`src/rtl/drag_race_judge_if.sv`:
```
// Signal bundle between the start-tree side and the drag race judge.
// Names carry the judge's point of view: i_* flow into it, o_* come out.
interface drag_race_judge_if;
    logic        i_arm;
    logic        i_green;
    logic        i_lane_a;
    logic        i_lane_b;
    logic [11:0] o_time_a;
    logic [11:0] o_time_b;
    logic        o_foul_a;
    logic        o_foul_b;
    logic        o_win_a;
    logic        o_win_b;
    logic        o_done;

    modport slave (
        input  i_arm, i_green, i_lane_a, i_lane_b,
        output o_time_a, o_time_b, o_foul_a, o_foul_b, o_win_a, o_win_b, o_done
    );

    modport master (
        output i_arm, i_green, i_lane_a, i_lane_b,
        input  o_time_a, o_time_b, o_foul_a, o_foul_b, o_win_a, o_win_b, o_done
    );
endinterface

```
`src/rtl/drag_race_judge.sv`:
```
// Drag race judge: red-light foul detection, reaction timing in ticks and
// winner decision for two lanes. One lane slice per lane holds that lane's
// result; the top holds the race FSM, the shared tick timer and the winner.

// Per-lane result slice: foul flag, captured time, stop/launch status.
module drag_race_lane #(
    parameter int TW = 12
) (
    input  logic          i_clk,
    input  logic          i_rst,
    input  logic          i_clr,
    input  logic          i_foul_en,
    input  logic          i_cap_en,
    input  logic          i_tmo,
    input  logic [TW-1:0] i_tick,
    input  logic          i_lane,
    output logic [TW-1:0] o_time,
    output logic [TW-1:0] o_time_nxt,
    output logic          o_foul,
    output logic          o_launch_nxt,
    output logic          o_fin
);
    logic          r_foul;
    logic          r_stop;
    logic          r_launch;
    logic [TW-1:0] r_time;
    logic          w_live;
    logic          w_cap;
    logic          w_to;

    // A lane is live in RUN until it launches, times out or was fouled.
    assign w_live = i_cap_en && !r_foul && !r_stop;
    assign w_cap  = w_live && i_lane;
    assign w_to   = w_live && !i_lane && i_tmo;
    // Finished includes this cycle's capture/timeout so RUN closes on this edge.
    assign o_fin  = r_foul || r_stop || w_cap || w_to;
    assign o_time = r_time;
    assign o_foul = r_foul;

    // Next-cycle result, also used by the winner compare at the closing edge.
    always_comb begin
        o_time_nxt   = r_time;
        o_launch_nxt = r_launch;
        if (w_cap) begin
            o_time_nxt   = i_tick;
            o_launch_nxt = 1'b1;
        end else if (w_to) begin
            o_time_nxt = '1;
        end
    end

    // Lane result registers; cleared on reset, on arming and on abort.
    always_ff @(posedge i_clk) begin
        if (i_rst || i_clr) begin
            r_foul   <= 1'b0;
            r_stop   <= 1'b0;
            r_launch <= 1'b0;
            r_time   <= '0;
        end else begin
            r_time   <= o_time_nxt;
            r_launch <= o_launch_nxt;
            if (w_cap || w_to) r_stop <= 1'b1;
            if (i_foul_en && i_lane) r_foul <= 1'b1;
        end
    end
endmodule

module drag_race_judge #(
    parameter int TICK_DIV = 50000
) (
    input logic              i_clk,
    input logic              i_rst,
    drag_race_judge_if.slave bus
);
    localparam int NUM_LANES = 2;
    localparam int TW        = 12;
    localparam int PW        = (TICK_DIV > 1) ? $clog2(TICK_DIV) : 1;
    localparam logic [TW-1:0] TMAX = '1;
    localparam logic [TW-1:0] TPRE = TMAX - TW'(1);
    localparam logic [PW-1:0] PLAST = PW'(TICK_DIV - 1);

    typedef enum logic [1:0] {S_IDLE, S_STAGED, S_RUN, S_DONE} state_t;

    state_t r_state;
    state_t w_state_nxt;

    logic [PW-1:0]                 r_presc;
    logic [TW-1:0]                 r_tick;
    logic                          r_done;
    logic [NUM_LANES-1:0]          r_win;
    logic [NUM_LANES-1:0]          w_win_nxt;
    logic [NUM_LANES-1:0]          w_lane;
    logic [NUM_LANES-1:0]          w_foul;
    logic [NUM_LANES-1:0]          w_launch_nxt;
    logic [NUM_LANES-1:0]          w_fin;
    logic [NUM_LANES-1:0][TW-1:0]  w_time;
    logic [NUM_LANES-1:0][TW-1:0]  w_time_nxt;
    logic                          w_clr;
    logic                          w_foul_en;
    logic                          w_cap_en;
    logic                          w_tmr_clr;
    logic                          w_to_done;
    logic                          w_done_clr;
    logic                          w_tmo;

    assign w_lane = {bus.i_lane_b, bus.i_lane_a};

    // Edge at which the tick counter steps onto its saturation value.
    assign w_tmo = (r_tick == TPRE) && (r_presc == PLAST);

    for (genvar g = 0; g < NUM_LANES; g++) begin : g_lane
        drag_race_lane #(.TW(TW)) u_lane (
            .i_clk        (i_clk),
            .i_rst        (i_rst),
            .i_clr        (w_clr),
            .i_foul_en    (w_foul_en),
            .i_cap_en     (w_cap_en),
            .i_tmo        (w_tmo),
            .i_tick       (r_tick),
            .i_lane       (w_lane[g]),
            .o_time       (w_time[g]),
            .o_time_nxt   (w_time_nxt[g]),
            .o_foul       (w_foul[g]),
            .o_launch_nxt (w_launch_nxt[g]),
            .o_fin        (w_fin[g])
        );
    end

    // State register.
    always_ff @(posedge i_clk) begin
        if (i_rst) r_state <= S_IDLE;
        else       r_state <= w_state_nxt;
    end

    // Next state and per-state control strobes.
    always_comb begin
        w_state_nxt = r_state;
        w_clr       = 1'b0;
        w_foul_en   = 1'b0;
        w_cap_en    = 1'b0;
        w_tmr_clr   = 1'b0;
        w_to_done   = 1'b0;
        w_done_clr  = 1'b0;
        unique case (r_state)
            S_IDLE: begin
                if (bus.i_arm) begin
                    w_state_nxt = S_STAGED;
                    w_clr       = 1'b1;
                end
            end
            S_STAGED: begin
                if (!bus.i_arm) begin
                    w_state_nxt = S_IDLE;
                    w_clr       = 1'b1;
                end else if (&w_foul) begin
                    w_state_nxt = S_DONE;
                    w_to_done   = 1'b1;
                end else if (bus.i_green) begin
                    // Green wins over a lane rising in the same cycle.
                    w_state_nxt = S_RUN;
                    w_tmr_clr   = 1'b1;
                end else begin
                    w_foul_en = 1'b1;
                end
            end
            S_RUN: begin
                if (!bus.i_arm) begin
                    w_state_nxt = S_IDLE;
                    w_clr       = 1'b1;
                end else begin
                    w_cap_en = 1'b1;
                    if (&w_fin) begin
                        w_state_nxt = S_DONE;
                        w_to_done   = 1'b1;
                    end
                end
            end
            S_DONE: begin
                if (!bus.i_arm) begin
                    w_state_nxt = S_IDLE;
                    w_done_clr  = 1'b1;
                end
            end
            default: w_state_nxt = S_IDLE;
        endcase
    end

    // Prescaler and saturating tick counter, running only in RUN.
    always_ff @(posedge i_clk) begin
        if (i_rst || w_tmr_clr) begin
            r_presc <= '0;
            r_tick  <= '0;
        end else if (r_state == S_RUN) begin
            if (r_presc == PLAST) begin
                r_presc <= '0;
                if (r_tick != TMAX) r_tick <= r_tick + 1'b1;
            end else begin
                r_presc <= r_presc + 1'b1;
            end
        end
    end

    // Winner: unfouled, launched, and no better eligible rival (ties share).
    always_comb begin
        w_win_nxt = '0;
        for (int i = 0; i < NUM_LANES; i++) begin
            w_win_nxt[i] = !w_foul[i] && w_launch_nxt[i];
            for (int j = 0; j < NUM_LANES; j++) begin
                if (j != i && !w_foul[j] && w_launch_nxt[j] &&
                    (w_time_nxt[i] > w_time_nxt[j]))
                    w_win_nxt[i] = 1'b0;
            end
        end
    end

    // Done and winner flags; winners latch on the edge that enters DONE.
    always_ff @(posedge i_clk) begin
        if (i_rst || w_clr) begin
            r_done <= 1'b0;
            r_win  <= '0;
        end else if (w_to_done) begin
            r_done <= 1'b1;
            r_win  <= w_win_nxt;
        end else if (w_done_clr) begin
            r_done <= 1'b0;
        end
    end

    assign bus.o_time_a = w_time[0];
    assign bus.o_time_b = w_time[1];
    assign bus.o_foul_a = w_foul[0];
    assign bus.o_foul_b = w_foul[1];
    assign bus.o_win_a  = r_win[0];
    assign bus.o_win_b  = r_win[1];
    assign bus.o_done   = r_done;
endmodule
```
`src/flat_wrapper.sv`:
```
// flat-port wrapper written by rule: the top's interface ports become plain ports
module drag_race_judge_flat 
#(
    parameter int TICK_DIV = 50000
)
  (i_clk, i_rst, bus_i_arm, bus_i_green, bus_i_lane_a, bus_i_lane_b, bus_o_time_a, bus_o_time_b, bus_o_foul_a, bus_o_foul_b, bus_o_win_a, bus_o_win_b, bus_o_done);
  drag_race_judge_if bus_i ();
  input logic i_clk;
  input logic i_rst;
  input wire logic [$bits(bus_i.i_arm)-1:0] bus_i_arm;
  input wire logic [$bits(bus_i.i_green)-1:0] bus_i_green;
  input wire logic [$bits(bus_i.i_lane_a)-1:0] bus_i_lane_a;
  input wire logic [$bits(bus_i.i_lane_b)-1:0] bus_i_lane_b;
  output wire logic [$bits(bus_i.o_time_a)-1:0] bus_o_time_a;
  output wire logic [$bits(bus_i.o_time_b)-1:0] bus_o_time_b;
  output wire logic [$bits(bus_i.o_foul_a)-1:0] bus_o_foul_a;
  output wire logic [$bits(bus_i.o_foul_b)-1:0] bus_o_foul_b;
  output wire logic [$bits(bus_i.o_win_a)-1:0] bus_o_win_a;
  output wire logic [$bits(bus_i.o_win_b)-1:0] bus_o_win_b;
  output wire logic [$bits(bus_i.o_done)-1:0] bus_o_done;
  assign bus_i.i_arm = bus_i_arm;
  assign bus_i.i_green = bus_i_green;
  assign bus_i.i_lane_a = bus_i_lane_a;
  assign bus_i.i_lane_b = bus_i_lane_b;
  assign bus_o_time_a = bus_i.o_time_a;
  assign bus_o_time_b = bus_i.o_time_b;
  assign bus_o_foul_a = bus_i.o_foul_a;
  assign bus_o_foul_b = bus_i.o_foul_b;
  assign bus_o_win_a = bus_i.o_win_a;
  assign bus_o_win_b = bus_i.o_win_b;
  assign bus_o_done = bus_i.o_done;
  drag_race_judge #(.TICK_DIV(TICK_DIV)) u_core (.i_clk(i_clk), .i_rst(i_rst), .bus(bus_i));
endmodule
```
`config.mk`:
```
export PLATFORM = sky130hd
export DESIGN_NAME = drag_race_judge_flat
export DESIGN_NICKNAME = d
export VERILOG_FILES = /design/src/rtl/drag_race_judge_if.sv /design/src/rtl/drag_race_judge.sv /design/src/flat_wrapper.sv
export SDC_FILE = /design/constraint.sdc
export NUM_CORES = 1
export LEC_CHECK = 0
export ABC_AREA = 1
export CAP_MARGIN = 20
export CORE_UTILIZATION = 65
export DETAILED_ROUTE_END_ITERATION = 8
export DONT_BUFFER_PORTS = 1
export PLACE_DENSITY = 0.88
export SETUP_SLACK_MARGIN = 0.2
export SLEW_MARGIN = 20
export SYNTH_ARGS = -nofsm -noshare
export SYNTH_HDL_FRONTEND = slang
export SYNTH_SLANG_ARGS = --single-unit
```
`constraint.sdc`:
```
create_clock -name i_clk -period 6.3 [get_ports i_clk]
set_input_delay 1.89 -clock i_clk [delete_from_list [all_inputs] [get_ports i_clk]]
set_output_delay 1.89 -clock i_clk [all_outputs]
set_load 0.01 [all_outputs]
```
# == Word-level counts from Yosys, hierarchy flattened ==
# Cells that the tools add are included.
# word_totals
ff_bits,63
input_bits,6
out_inout_bits,29
wordCells,104
# op_classes
addsub,2
magnitude_cmp,2
n_eq_ne,10
muxes,37
reduce_logical,40
# op_table
operator,n
$mux 12,4
$gt 12x12->1,2
$mux 1,22
$logic_and 1x1->1,17
$add 16x1->16 const B,1
$eq 16x16->1 const B,1
$mux 16,1
$mux 2,7
$add 12x1->12 const B,1
$eq 12x12->1 const B,1
$ne 12x12->1 const B,1
$logic_or 1x1->1,10
$pmux 2 s4,1
$logic_not 1->1,6
$eq 2x2->1 const B,2
$ne 2x2->1 const B,2
$ne 4x3->1 const B,1
$pmux 1 s2,2
$reduce_and 2->1,2
$reduce_and 4->1,1
$ne 3x2->1 const B,1
$reduce_and 3->1,1
$eq 2x1->1 const B,1
$logic_not 2->1,1
2 further kinds,2

# == Longest topological paths before layout ==
# depth
depth_word,12
depth_mapped,25
depth_no_buf,23

# == Hierarchy ==
# Synthesis repeated with hierarchy kept, for this count alone.
# hier_totals
hier_cells,627
hier_area_um2,4013.8
# by_module_without_submodules
module,n_inst,cells_each,area_each_um2,seq_area_each_um2
drag_race_judge,1,383,2422.3,660.6
drag_race_lane,2,122,795.8,300.3

# == Least setup slack after synthesis ==
# OpenSTA, ideal clock, no wires.
# synth_path
path_type,input port to flip-flop
startpoint,input bus_i_arm
endpoint,register u_core.r_win[0]
setup_ps,115
arrival_ps,3797
t_required_ps,6185
setup_slack_ps,2388
path_stages,18
path_buffers,2
path_cell_list,buf_2 nand2_1 inv_2 nand3_1 clkbuf_1 o22ai_1 inv_1 ha_1 nand2_1 nor2_1 and2_1 nand2_1 nand3_1 nand2_1 nand2_1 nand3_1 nand2_1 nor2_1
# synth_via
elab_chain_cells,11
word_cells_on_any_way,35
classes_between,order compare (1); mux (15); reduce/logical (19)
# synth_lines
item,line,rtl
start: declaration,flat_wrapper.sv:10,input wire logic [$bits(bus_i.i_arm)-1:0] bus_i_arm;
$mux 1 (*),drag_race_judge.sv:167,if (!bus.i_arm) begin
$mux 1 (*),drag_race_judge.sv:144,unique case (r_state)
$logic_and 1x1->1 (*) (2 in series),drag_race_judge.sv:32,assign w_live = i_cap_en && !r_foul && !r_stop;
$logic_and 1x1->1 (2 in series),drag_race_judge.sv:34,assign w_to = w_live && !i_lane && i_tmo;
$mux 12,drag_race_judge.sv:47,end else if (w_to) begin
$mux 12 (*),drag_race_judge.sv:44,if (w_cap) begin
named net u_core.g_lane[0].u_lane.o_time_nxt[11],drag_race_judge.sv:18,"output logic [TW-1:0] o_time_nxt,"
$gt 12x12->1 (*),drag_race_judge.sv:210,(w_time_nxt[i] > w_time_nxt[j]))
$logic_and 1x1->1 (*),drag_race_judge.sv:209,if (j != i && !w_foul[j] && w_launch_nxt[j] &&
$mux 1 (*),drag_race_judge.sv:209,
end signal: assignment,drag_race_judge.sv:223,r_win <= w_win_nxt;
end: declaration,drag_race_judge.sv:90,logic [NUM_LANES-1:0] r_win;
# Mark *: on every way through the listed nets, which the timed path passes. The rest lies on a longest branch.
# A chain may end at the register's enable or synchronous reset.

# == Worst setup path after layout ==
# Same ends and word-level chain as after synthesis.

==> results.toml <==
[routing]
totalWireLength_um = 7410
wl_per_cell_um = 13.8
ant_nets = 0
drc = 0
num_vias = 2998
vias_per_cell = 5.59
drtPass1Iterations = 7
drtIter0Drc = 217

[pwr]
p_sw_share_pct = 33.9
p_sw_uw = 380
seq_power_share_pct = 39.6
power_density_nw_per_um2 = 319
irDropWorstVdd_v = 0.000222
p_int_uw = 740
combPwrFrac_pct = 27.5
p_clk_share_pct = 32.8
power_leakage_uw = 0.00154

[floorplanning]
dieArea_um2 = 5330
dieHeight_um = 73
pin_count = 35
dieWidth_um = 73
fp-row-count = 25
core_um2 = 4790
start_util_pct = 68.5

[synthesis]
ys_warn_count = 0
ys_types = 35
syn_area_um2 = 3280
avgSynthCellArea_um2 = 7.08
synth.yosys.seq_area_share_pct = 38.5
synth_cells = 463
ys_ff_latch = 63
synth_nets = 488

[sta]
fmax_mhz = 233
setup_tns_ps = 0
finalSetupViolCount = 0
period_needed_ps = 4290
period_share_pct = 68.0
hold_slack_ps = 476
worst_pin_slew_ps = 862
final-hold-violation-count = 0
maxSlewViolCount = 0
finClkSkew_ps = 10.5
rsz0062_at_grt = "false"
slew_headroom_pct = 42.5

[place]
numPortBuffers = 0
post-place-cells = 520
dp_hpwl_um = 5320
gp_congestion = 0.980

[worst_hold_path]
min_to = "u_core.g_lane[1].u_lane.r_launch"
worstHoldPathType = "register to register"
hold_start = "u_core.g_lane[1].u_lane.r_launch"
min_path_cells = 2

[cells_and_area]
synthToLayoutAreaGrowth_pct = 7.14
utilization_pct = 73.4
final_cell_mix = "nand2_1, nor2_1, inv_1, dfxtp_1, a21oi_1"
final_layout_size_suffix_gt1_share_pct = 7.25
diodes = 0
fillers = 387
stdcell_count = 536
layout_commonest_cell = "nand2_1"
nets = 489

[critical_path]
critical_path.max_stage_delay_ps = 480
r2r_slack_ps = 2700
cp.arrival_ps = 4530
start_kind = "input port"
crit_path_end_kind = "register"
cp_common_cell = "nand2_1"
cp_slowest_cell = "nand3_1"
cp.buffers_inverters = 2
cp_top_family = "simple AND/OR/NAND/NOR gates"
r2r_end = "u_core.r_win[0]"
r2r_start = "u_core.r_state[0]"
critPathKind = "input port to register"
r2r_cells = 20
worstPathMaxFanout = 15
required_ps = 6540
path_cells = "nand2_1, inv_2, nand3_1, nand2_2, or2_2, o21ai_0, inv_1, ha_1, nand2_1, nor2_1, and2_1, nand2_1, nand3_1, nand2_1, nand2_1, nand3_1, nand2_1, nor2_1"

[grt]
grt_max_degree = 30
grt_usage_pct = 29.8
grt_pass1_vias = 2775
grt_overflow = 0
grt_pass1_wl_um = 12100
antenna_found_initial = 0

[clock_tree]
post-cts-setup-buffers = 0
cts_tree = "yes"
clk_path_buf_depth = 2
insertion_delay_ps = 340
hold_buffers = 0
clk_pin_slew_ps = 70
cts_resized = 0
cts_sinks = 63
clockRootBuffer = "clkbuf_8"
cts_buffers = 9
h-tree-depth = 3

[outcome]
outcome = "finished clean"

[flow_run]
cap_violations = 0
layer usage:
layer	share of wire, %	up-vias	global-route usage [%]
li1	-	1511	-
met3	8.2	19	11.5
met4	2.3	0	12.9
met2	47	118	49.7
met5	0	-	0
met1	42	1350	33.8
sequential cells by signal, indices dropped and copies added (netlist names):
name and cells:
u_core.r_tick 12, u_core.r_presc 16, u_core.r_state 2, u_core.bus.o_done 1
u_core.g_lane.u_lane.o_time 24, u_core.g_lane.u_lane.o_foul 2, u_core.r_win 2, u_core.g_lane.u_lane.r_stop 2
u_core.g_lane.u_lane.r_launch 2
Yosys cell counts:
| cell type | number | area, µm² |
|---|---|---|
| buf_6 | 2 | 22.5 |
| clkbuf_1 | 5 | 18.8 |
| nand4_1 | 9 | 56.3 |
| and2_1 | 1 | 6.26 |
| inv_2 | 2 | 7.51 |
| nor2_2 | 2 | 12.5 |
| buf_4 | 1 | 7.51 |
| o22ai_1 | 14 | 87.6 |
| a22oi_1 | 1 | 7.51 |
| o21ai_2 | 1 | 8.76 |
| nand2_1 | 85 | 319 |
| or2_2 | 5 | 31.3 |
| nor3_2 | 1 | 10.0 |
| nor4_1 | 3 | 18.8 |
| nor3_1 | 12 | 60.1 |
| inv_1 | 63 | 236 |
| xnor2_1 | 3 | 26.3 |
| nand3_1 | 17 | 85.1 |
| o21ai_0 | 19 | 95.1 |
| nand2_2 | 5 | 31.3 |
| a31oi_1 | 2 | 12.5 |
| o21a_1 | 2 | 15.0 |
| a21boi_0 | 2 | 15.0 |
| nor2_4 | 2 | 22.5 |
| nor3b_1 | 2 | 15.0 |
| a21oi_1 | 32 | 160 |
| nand3_2 | 1 | 10.0 |
| o21ai_1 | 6 | 30.0 |
| buf_2 | 2 | 10.0 |
| ha_1 | 19 | 238 |
| nor2_1 | 67 | 251 |
| or2_1 | 6 | 37.5 |
| dfxtp_1 | 63 | 1260 |
| xor2_1 | 4 | 35.0 |
| a211oi_1 | 2 | 15.0 |
worst reg2reg max path: cells and delay by family (launching register included):
family                     cells  cell delay, ps
adders and majority gates      2             640
and+or+nand+nor               14            2110
DFF                            1             360
AOI/OAI and AO/OA              1             120
buffers and inverters          3             260
per-stage QoR:
step           area (µm²)  worst slack [ps]  total power, µW
6_report             3510              2010             1120
5_1_grt              3510              1750             1190
4_1_cts              3510              2070             1120
3_5_place_dp         3300              1750              751
3_3_place_gp         3300              1850              739
2_1_floorplan        3280              2390              694
logic make-up (layout without fill, tap and decap cells):
family          after synthesis  after routing  synth area share, %
fa+ha+maj                    19             19                 7.25
compound gates               81             81                 13.6
simple gates                218            218                 29.5
flops                        63             63                 38.5
xor+xnor                      7              7                 1.87
buf+inv                      75             81                 9.24
cell type report:
class                   instances  area [µm²]  area share [%]
clock buffers                  13         169            4.81
flip-flops and latches         63        1260            35.9
well taps                      67        83.8            2.39
clock inverters                 3        40.0            1.14
multi-input cells             325        1710            48.8
inverters                      65         244            6.95
how the worst max path moves through the flow:
stage,cells past startpoint,from,end
after floorplan,18,bus_i_arm,u_core.r_win[0]
after global placement,18,bus_i_arm,u_core.r_win[0]
after detailed placement,18,bus_i_arm,u_core.r_win[0]
after CTS,18,bus_i_arm,u_core.r_win[0]
after global routing,18,bus_i_arm,u_core.r_win[0]
final,18,bus_i_arm,u_core.r_win[0]
power by group through the flow:
| stage | registers [µW] | clock network (µW) | logic [µW] |
|---|---|---|---|
| 3_5_place_dp | 452 | 0 | 298 |
| 2_1_floorplan | 447 | 0 | 247 |
| 4_1_cts | 444 | 371 | 303 |
| 5_1_grt | 446 | 387 | 353 |
| 6_report | 444 | 367 | 308 |
| 3_3_place_gp | 452 | 0 | 287 |
(Power assumes the default switching activity.)
